===== config.mk =====
export PLATFORM = sky130hd
export DESIGN_NAME = mem_access_unit
export DESIGN_NICKNAME = d
export VERILOG_FILES = /design/src/rtl/mem_pkg.sv /design/src/rtl/mem_lane_align.sv /design/src/rtl/mem_access_unit.sv
export SDC_FILE = /design/constraint.sdc
export NUM_CORES = 1
export LEC_CHECK = 0
export CAP_MARGIN = 5
export CORE_MARGIN = 5
export CORE_UTILIZATION = 34
export CTS_CLUSTER_DIAMETER = 60
export DETAILED_ROUTE_END_ITERATION = 10
export PLACE_DENSITY_LB_ADDON = 0.05
export SLEW_MARGIN = 20
export SYNTH_ARGS = -nofsm -noshare
export SYNTH_HDL_FRONTEND = slang
export SYNTH_SLANG_ARGS = --single-unit

===== constraint.sdc =====
create_clock -name CLK -period 10.2 [get_ports CLK]
set_clock_uncertainty 0.05 [all_clocks]
set_input_delay 2.55 -clock CLK [delete_from_list [all_inputs] [get_ports CLK]]
set_output_delay 2.55 -clock CLK [all_outputs]
set_load 0.005 [all_outputs]

===== src/rtl/mem_pkg.sv =====
// Shared definitions for the memory-stage load/store unit.
//   Size codes, FSM state encoding, the latched request payload and a
//   helper giving the byte count of an access size.
package mem_pkg;

    localparam int unsigned DWORD_W = 64;

    localparam logic [1:0] SZ_B = 2'd0;
    localparam logic [1:0] SZ_H = 2'd1;
    localparam logic [1:0] SZ_W = 2'd2;
    localparam logic [1:0] SZ_D = 2'd3;

    typedef enum logic [1:0] {
        ST_IDLE = 2'd0,
        ST_RD   = 2'd1,
        ST_WR   = 2'd2,
        ST_RESP = 2'd3
    } mau_state_t;

    // Request fields held for the duration of one transaction
    typedef struct packed {
        logic               we;
        logic [1:0]         size;
        logic               uns;
        logic [2:0]         off;
        logic [DWORD_W-1:0] wdata;
    } mau_req_t;

    // Number of bytes moved by an access of the given size (1, 2, 4, 8)
    function automatic logic [3:0] size_bytes(input logic [1:0] size);
        return 4'(4'd1 << size);
    endfunction

endpackage


===== src/rtl/mem_lane_align.sv =====
// Combinational byte-lane alignment for the load/store unit.
//   dword    : doubleword read from memory
//   offset   : byte lane of the access inside the doubleword
//   size     : access size code
//   wdata    : right-aligned store data
//   uns      : zero-extend (1) or sign-extend (0) loads
//   merged   : dword with the addressed lanes replaced by wdata
//   load_val : addressed lanes shifted down and extended to 64 bits
module mem_lane_align
    import mem_pkg::*;
(
    input  logic [DWORD_W-1:0] dword,
    input  logic [2:0]         offset,
    input  logic [1:0]         size,
    input  logic [DWORD_W-1:0] wdata,
    input  logic               uns,
    output logic [DWORD_W-1:0] merged,
    output logic [DWORD_W-1:0] load_val
);

    logic [DWORD_W-1:0] lane_mask;
    logic [DWORD_W-1:0] shifted;
    logic [5:0]         bit_off;

    assign bit_off = {offset, 3'b000};

    // Right-aligned mask covering the bytes touched by this size
    always_comb begin
        lane_mask = '0;
        case (size)
            SZ_B:    lane_mask = 64'h0000_0000_0000_00FF;
            SZ_H:    lane_mask = 64'h0000_0000_0000_FFFF;
            SZ_W:    lane_mask = 64'h0000_0000_FFFF_FFFF;
            default: lane_mask = '1;
        endcase
    end

    assign merged  = (dword & ~(lane_mask << bit_off)) | ((wdata & lane_mask) << bit_off);
    assign shifted = dword >> bit_off;

    // Keep 2^size bytes, then extend from the top kept bit
    always_comb begin
        load_val = shifted;
        case (size)
            SZ_B:    load_val = uns ? 64'(shifted[7:0])  : {{56{shifted[7]}},  shifted[7:0]};
            SZ_H:    load_val = uns ? 64'(shifted[15:0]) : {{48{shifted[15]}}, shifted[15:0]};
            SZ_W:    load_val = uns ? 64'(shifted[31:0]) : {{32{shifted[31]}}, shifted[31:0]};
            default: load_val = shifted;
        endcase
    end

endmodule


===== src/rtl/mem_access_unit.sv =====
// Memory-stage load/store unit in front of a 64-bit data memory.
//   Pipeline side : req_* in, mau_stall / resp_* out
//   Memory side   : mem_* out (always full doubleword), mem_rdata / mem_stall_in in
// Sub-doubleword stores run as read-modify-write; loads are lane extracted
// and extended. Misaligned requests optionally trap without touching memory.
module mem_access_unit
    import mem_pkg::*;
#(
    parameter int unsigned XLEN          = 64,
    parameter bit          MISALIGN_TRAP = 1'b1
) (
    input  logic            CLK,
    input  logic            reset,
    input  logic            req_v,
    input  logic            req_we,
    input  logic [1:0]      req_size,
    input  logic            req_unsigned,
    input  logic [XLEN-1:0] req_addr,
    input  logic [XLEN-1:0] req_wdata,
    output logic            mau_stall,
    output logic            resp_v,
    output logic [XLEN-1:0] resp_data,
    output logic            resp_misaligned,
    output logic            mem_v,
    output logic            mem_we,
    output logic [1:0]      mem_size,
    output logic [XLEN-1:0] mem_addr,
    output logic [XLEN-1:0] mem_wdata,
    input  logic            mem_stall_in,
    input  logic [XLEN-1:0] mem_rdata
);

    mau_state_t         state;
    mau_req_t           lat;
    logic [2:0]         low_mask;
    logic [2:0]         eff_off;
    logic               misaligned;
    logic [DWORD_W-1:0] merged;
    logic [DWORD_W-1:0] load_val;

    // Low address bits that must be zero for a naturally aligned access
    assign low_mask   = 3'(size_bytes(req_size) - 4'd1);
    assign misaligned = MISALIGN_TRAP && ((req_addr[2:0] & low_mask) != 3'd0);
    // Without trapping, stray low bits are dropped to force alignment
    assign eff_off    = req_addr[2:0] & ~low_mask;

    // Stall follows req_v while idle so the request is held until accepted
    always_comb begin
        mau_stall = 1'b0;
        if (!reset) begin
            case (state)
                ST_IDLE: mau_stall = req_v;
                ST_RD,
                ST_WR:   mau_stall = 1'b1;
                default: mau_stall = 1'b0;
            endcase
        end
    end

    mem_lane_align u_align (
        .dword    (mem_rdata),
        .offset   (lat.off),
        .size     (lat.size),
        .wdata    (lat.wdata),
        .uns      (lat.uns),
        .merged   (merged),
        .load_val (load_val)
    );

    // Transaction FSM; mem_wdata doubles as the read-modify-write buffer
    always_ff @(posedge CLK or posedge reset) begin
        if (reset) begin
            state           <= ST_IDLE;
            lat             <= '0;
            resp_v          <= 1'b0;
            resp_data       <= '0;
            resp_misaligned <= 1'b0;
            mem_v           <= 1'b0;
            mem_we          <= 1'b0;
            mem_size        <= 2'd0;
            mem_addr        <= '0;
            mem_wdata       <= '0;
        end else begin
            case (state)
                ST_IDLE: begin
                    if (req_v) begin
                        lat.we    <= req_we;
                        lat.size  <= req_size;
                        lat.uns   <= req_unsigned;
                        lat.off   <= eff_off;
                        lat.wdata <= req_wdata;
                        if (misaligned) begin
                            state           <= ST_RESP;
                            resp_v          <= 1'b1;
                            resp_misaligned <= 1'b1;
                            resp_data       <= '0;
                        end else begin
                            mem_v    <= 1'b1;
                            mem_size <= SZ_D;
                            mem_addr <= {req_addr[XLEN-1:3], 3'b000};
                            if (req_we && req_size == SZ_D) begin
                                state     <= ST_WR;
                                mem_we    <= 1'b1;
                                mem_wdata <= req_wdata;
                            end else begin
                                state  <= ST_RD;
                                mem_we <= 1'b0;
                            end
                        end
                    end
                end
                ST_RD: begin
                    if (!mem_stall_in) begin
                        if (lat.we) begin
                            state     <= ST_WR;
                            mem_we    <= 1'b1;
                            mem_wdata <= merged;
                        end else begin
                            state     <= ST_RESP;
                            mem_v     <= 1'b0;
                            mem_size  <= 2'd0;
                            resp_v    <= 1'b1;
                            resp_data <= load_val;
                        end
                    end
                end
                ST_WR: begin
                    if (!mem_stall_in) begin
                        state     <= ST_RESP;
                        mem_v     <= 1'b0;
                        mem_we    <= 1'b0;
                        mem_size  <= 2'd0;
                        resp_v    <= 1'b1;
                        resp_data <= '0;
                    end
                end
                default: begin
                    state           <= ST_IDLE;
                    resp_v          <= 1'b0;
                    resp_data       <= '0;
                    resp_misaligned <= 1'b0;
                end
            endcase
        end
    end

endmodule


Yosys cells after proc, flatten, opt, wreduce, memory -nomap -nowiden
Cells that the tools add are included.
{ "op_classes": {"bitwise": 9, "shift": 4, "mux": 51, "eq_ne": 13, "add_sub_neg": 1, "reduce_logical": 15} }
{ "ops": {"columns": ["op", "n"], "rows": [
  ["two-way mux 64 bit", 13],
  ["case mux 64 bit (3 select lines)", 3],
  ["AND 64 bit", 2],
  ["case mux 64 bit (2 select lines)", 1],
  ["left shift 64 x 6 -> 64 bit", 2],
  ["inverter 64 bit", 1],
  ["OR 64 bit", 1],
  [">> shifter 64 x 6 -> 64 bit", 1],
  ["two-way mux 2 bit", 10],
  ["AND reduction 6 bit", 3],
  ["two-way mux 1 bit", 17],
  ["inequality test 2 bit (second input constant)", 8],
  ["case mux 2 bit (3 select lines)", 2],
  ["case mux 1 bit (3 select lines)", 3],
  ["AND reduction 3 bit", 3],
  ["AND 3 bit", 2],
  ["== test 2 bit (second input constant)", 3],
  ["nonzero test 3 bit", 2],
  ["AND reduction 5 bit", 1],
  ["== test 2 x 1 -> 1 bit (second input constant)", 2],
  ["logical NOT 2 bit", 2],
  ["case mux 1 bit (2 select lines)", 2],
  ["inverter 3 bit", 1],
  ["left shift 1 x 2 -> 3 bit (first input constant)", 1],
  ["other kinds (6)", 7]
]} }
{ "word_totals": {"wordCells": 107, "register_bits": 268, "out_inout_bits": 199} }

Depth between registers and ports, before layout
{ "logic_depth": {"word_depth": 9, "ltp_mapped": 9, "depth_no_buf": 7} }

By module
Synthesis repeated with hierarchy kept, for this count alone.
{ "unflattened": {"cells_unflattened": 1474, "hier_area_um2": 15951.5} }
{ "by_module_without_submodules": {"columns": ["module", "seq_area_each_um2", "instances", "area_each_um2", "cells_per_inst"], "rows": [
  ["mem_access_unit", 6656.4, 1, 11131.9, 837],
  ["mem_lane_align", 0.0, 1, 4819.6, 637]
]} }

Worst setup path after synthesis
OpenSTA, ideal clock, no wires.
{ "synth_path": {"path_kind": "input to output", "start": "input port req_v", "end": "output port mau_stall", "arrival_time_ns": 2.770, "path_buffers": 0, "path_stages": 2, "setup_slack_ns": 4.830, "path_cell_list": "a21oi_1 -> nor3_1"} }
{ "synth_via": {"elab_chain_cells": 2} }
{ "synth_rtl": {"columns": ["element", "line_no", "source"], "rows": [
  ["start: declaration", "mem_access_unit.sv:14", "input logic req_v,"],
  ["case mux 1 bit (2 select lines)", "mem_access_unit.sv:51", "case (state)"],
  ["two-way mux 1 bit", "mem_access_unit.sv:50", "if (!reset) begin"],
  ["end: declaration", "mem_access_unit.sv:20", "output logic mau_stall,"]
]} }
Every way passes these cells.

Worst setup path after layout
Ends and elaborated chain as after synthesis.

==> results summary <==
The number of cells traversed by the worst hold path is 2. The sequential element share of the synthesized area is 44.3%. The setup check on the worst reg-to-reg path leaves a slack of 5.72 ns. For this configuration, the core starts out at a cell density of 34.2%. The number of storage elements in the synthesis netlist is 266. In this design, the largest share of critical-path delay is due to buffers and inverters. Clock tree synthesis found a total of 266 sinks. The via count of the first global-routing pass is 13,800. The number of iterations in the first detailed-routing pass is 6.

The routed layout has 13,700 vias. Each instance of the synthesized netlist takes up on average 10.2 µm². The remaining antenna violation count is 0. The worst setup path is captured at an output port. The most instantiated flip-flop cell in the synthesis netlist is sky130_fd_sc_hd__dfrtp_1. Relative to the synthesized area, the layout overhead comes to 36.7%. The worst hold slack across all endpoints came out at 0.422 ns. The register clock-pin slew on the reported worst setup and hold paths came out at 0.06 ns. The largest total area in the synthesized netlist belongs to sky130_fd_sc_hd__dfrtp_1. For this run the aggregate overflow at the end of global routing stands at 0. STA classifies the critical path startpoint as an input pin. 0 antenna diodes ended up in the layout. Once layout is complete, the utilization of the core stands at 46.7%. The share of post-route cells with drive strength above 1 came out at 14.6%. The signal arrival time at the worst endpoint came out at 4.04 ns. The critical path is of the in2out type. The worst-case vdd ir drop came out at 188 µV.

The number of buffers and inverters on the critical path is 2. The minimum clock period is 6.64 ns. Setup violations remaining at the end of the flow were counted as 0. The part of the cycle the worst path needs is 65.1%.

The die outline area is 0.0485 mm². The required time reported for the critical path endpoint came out at 7.60 ns. The slowest library cell on the worst path is sky130_fd_sc_hd__clkdlybuf4s50_1. By area the synthesized netlist is led by sky130_fd_sc_hd__dfrtp_1 (44%), sky130_fd_sc_hd__mux2_2 (11%), sky130_fd_sc_hd__mux2i_1 (6.7%), sky130_fd_sc_hd__o21ai_0 (4.4%), sky130_fd_sc_hd__nand2_1 (4.2%). The die is 220 µm tall. The number of antenna violations at the first check in global routing was 4. In the post-synthesis netlist, the cell with the most instances is sky130_fd_sc_hd__dfrtp_1. The ratio of routed vias to standard cells is 5.69.

The first-pass GRT wire length is 92.7 mm. The achievable frequency is 0.151 GHz. The most critical setup path has its startpoint at req_v. The worst-case headroom to the max-slew limit came out at 9.96%. The die extent in x came out at 220 µm. The min-delay analysis places its worst path in the category reg2reg. The core footprint is 0.0439 mm². Power spread over the standard cell area amounts to 341 mW/mm². Clock latency on the worst-skew pair, taken at its later pin, is 0.55 ns.

The final net count came out at 1,995. The startpoint identified for the worst register-to-register timing path is lat[64]$_DFFE_PP0P_. The most numerous cell type found on the critical path is sky130_fd_sc_hd__clkdlybuf4s50_1. The number of hold buffers added after cts is 0. The post-detailed-route wirelength per cell came out at 26.4 µm. The total of cells resized after clock tree synthesis is 0. The count of buffers added on input and output ports is 395. The number of different library cells used by synthesis comes to 68.

The cell area after technology mapping came out at 0.0150 mm². No sink is reached through more buffers than the 3 on the longest clock path. The estimated wirelength of the detail-placed design came out at 47.4 mm. The commonest cells after synthesis are sky130_fd_sc_hd__dfrtp_1 (266), sky130_fd_sc_hd__nand2_1 (166), sky130_fd_sc_hd__mux2_2 (149).

The tree is rooted in a sky130_fd_sc_hd__clkbuf_16. Routability-driven placement finished with a final weighted congestion of 0.937. The count of buffers added by post-CTS timing repair for setup came out at 0. Clock tree synthesis inserted a total of 37 buffers. Counting flops with a built-in enable in the synthesized netlist gives 0. The total wire length is 63.7 mm. In this run the core area contains 77 standard-cell rows. The number of top-level pins is 399. In the synthesized netlist, the number of instances is 1,467. For the pin with the worst max-slew slack, the measured transition is 1.32 ns. The peak per-stage delay on the critical path is 0.58 ns. The worst register-to-register path ends at mem_wdata[40]$_DFFE_PP0P_. The number of endpoints with negative hold slack in the final report is 0.

The top cell type's share of synthesized area is 44.3%. The fraction of registers with async set/reset is 100%. The count of yosys warnings during synthesis is 0.

In the routed design, unresolved DRC markers number 0. The maximum level of the CTS H-tree is 2. The critical path goes through clkdlybuf4s50_1, a21oi_1, nor3_1, clkdlybuf4s50_1. The run finished with clean final reports. The global routing usage summed across all routing layers is 25.5%.

TritonCTS built the clock tree. The standby leakage power came out at 8.12 nW. The number of max-cap violations is 0. The final-layout setup total negative slack is 0 ns. The first routing iteration left 1,425 violations. Setup repair after global routing left no endpoint under its margin. The count of final max-slew check failures was 0. The number of cell instances on the worst register-to-register path is 7.

In this run the worst path has a maximum fanout of 5. Entering global routing, the biggest net connects 97 pins. The worst hold path begins at mem_wdata[1]$_DFFE_PP0P_.

The worst hold endpoint is mem_wdata[1]$_DFFE_PP0P_.
## power breakdown
part,switching [W],internal (W)
logic,0.00194,0.00172
clock network,0.000491,0.000798
registers,0.000478,0.00158
total,0.00291,0.00410
## tightest hold or removal path, delay by kind of cell (launching register included)
kind,cells,cell delay [ns]
flip-flops,1,0.34
AND/OR/NAND/NOR,2,0.10
## registers in the layout, indices dropped and copies added, names as in the netlist
signal and cells:
state 2, resp_data 64, mem_size 1, mem_we 1
mem_wdata 64, mem_addr 61, resp_v 1, resp_misaligned 1
lat 71
## cells in the final DEF (no fill, tap or decap), types with 9 or more instances in the layout
cell type,netlist,layout
sky130_fd_sc_hd__a211oi_1,17,17
sky130_fd_sc_hd__a21oi_1,59,59
sky130_fd_sc_hd__a221o_1,15,15
sky130_fd_sc_hd__a221oi_1,24,24
sky130_fd_sc_hd__a22o_1,21,21
sky130_fd_sc_hd__a22oi_1,16,16
sky130_fd_sc_hd__a31oi_1,19,19
sky130_fd_sc_hd__a32o_1,21,21
sky130_fd_sc_hd__buf_4,17,19
sky130_fd_sc_hd__clkbuf_1,67,9
sky130_fd_sc_hd__clkbuf_16,0,38
sky130_fd_sc_hd__clkdlybuf4s50_1,0,395
sky130_fd_sc_hd__dfrtp_1,266,263
sky130_fd_sc_hd__inv_1,15,14
sky130_fd_sc_hd__mux2_2,149,149
sky130_fd_sc_hd__mux2i_1,100,100
sky130_fd_sc_hd__mux4_2,17,17
sky130_fd_sc_hd__nand2_1,166,163
sky130_fd_sc_hd__nand2b_1,11,11
sky130_fd_sc_hd__nand3_1,22,21
sky130_fd_sc_hd__nor2_1,61,61
sky130_fd_sc_hd__nor2b_1,14,14
sky130_fd_sc_hd__nor3_1,26,26
sky130_fd_sc_hd__o211ai_1,17,17
sky130_fd_sc_hd__o21a_1,17,16
sky130_fd_sc_hd__o21ai_0,131,131
sky130_fd_sc_hd__o22ai_1,9,9
sky130_fd_sc_hd__o31ai_1,20,20
## stage by stage
stage | worst slack (ns) | instances | area (µm²) | total power, W
final | 3.56 | 2410 | 20500 | 0.00701
after global routing | 3.44 | 2410 | 20500 | 0.00743
after CTS | 3.50 | 2410 | 20500 | 0.00704
after detailed placement | 3.51 | 2344 | 19300 | 0.00570
after global placement | 3.48 | 2344 | 19300 | 0.00568
after floorplan | 0.275 | 1469 | 15000 | 0.00401
## logic make-up after synthesis
kind of cell	synth area share, %
simple gates	10.1
flops	44.3
buf+inv	4.61
other cells	0.0250
fa+ha+maj	0.333
compound gates	20.2
mux	20.4
## area by class of cell
class                           count  area (µm²)
Tap cell                          592         741
Timing Repair Buffer              414        4100
Multi-Input combinational cell   1055        7710
Inverter                           17        71.3
Fill cell                        4206       23400
Clock inverter                     11         139
Sequential cell                   266        6670
Clock buffer                       55        1090
## worst max path at each step
stage	end	slack, ns	depth (start not counted)
after detailed placement	mau_stall	3.51	4
after CTS	mau_stall	3.50	4
after global routing	mau_stall	3.44	4
after global placement	mau_stall	3.48	4
final	mau_stall	3.56	4
after floorplan	lat[0]$_DFFE_PP0P_	0.27	1
## layer usage
metal	wire length [µm]	vias up	GRT usage, %	share of wire, %
met5	41	-	0	0.064
met4	2190	6	8.63	3.4
met3	5670	125	6.44	8.9
met2	28400	685	39.1	45
met1	27400	6791	35.3	43
li1	-	6115	-	-
No activity file was read; power rests on OpenSTA's default activity.
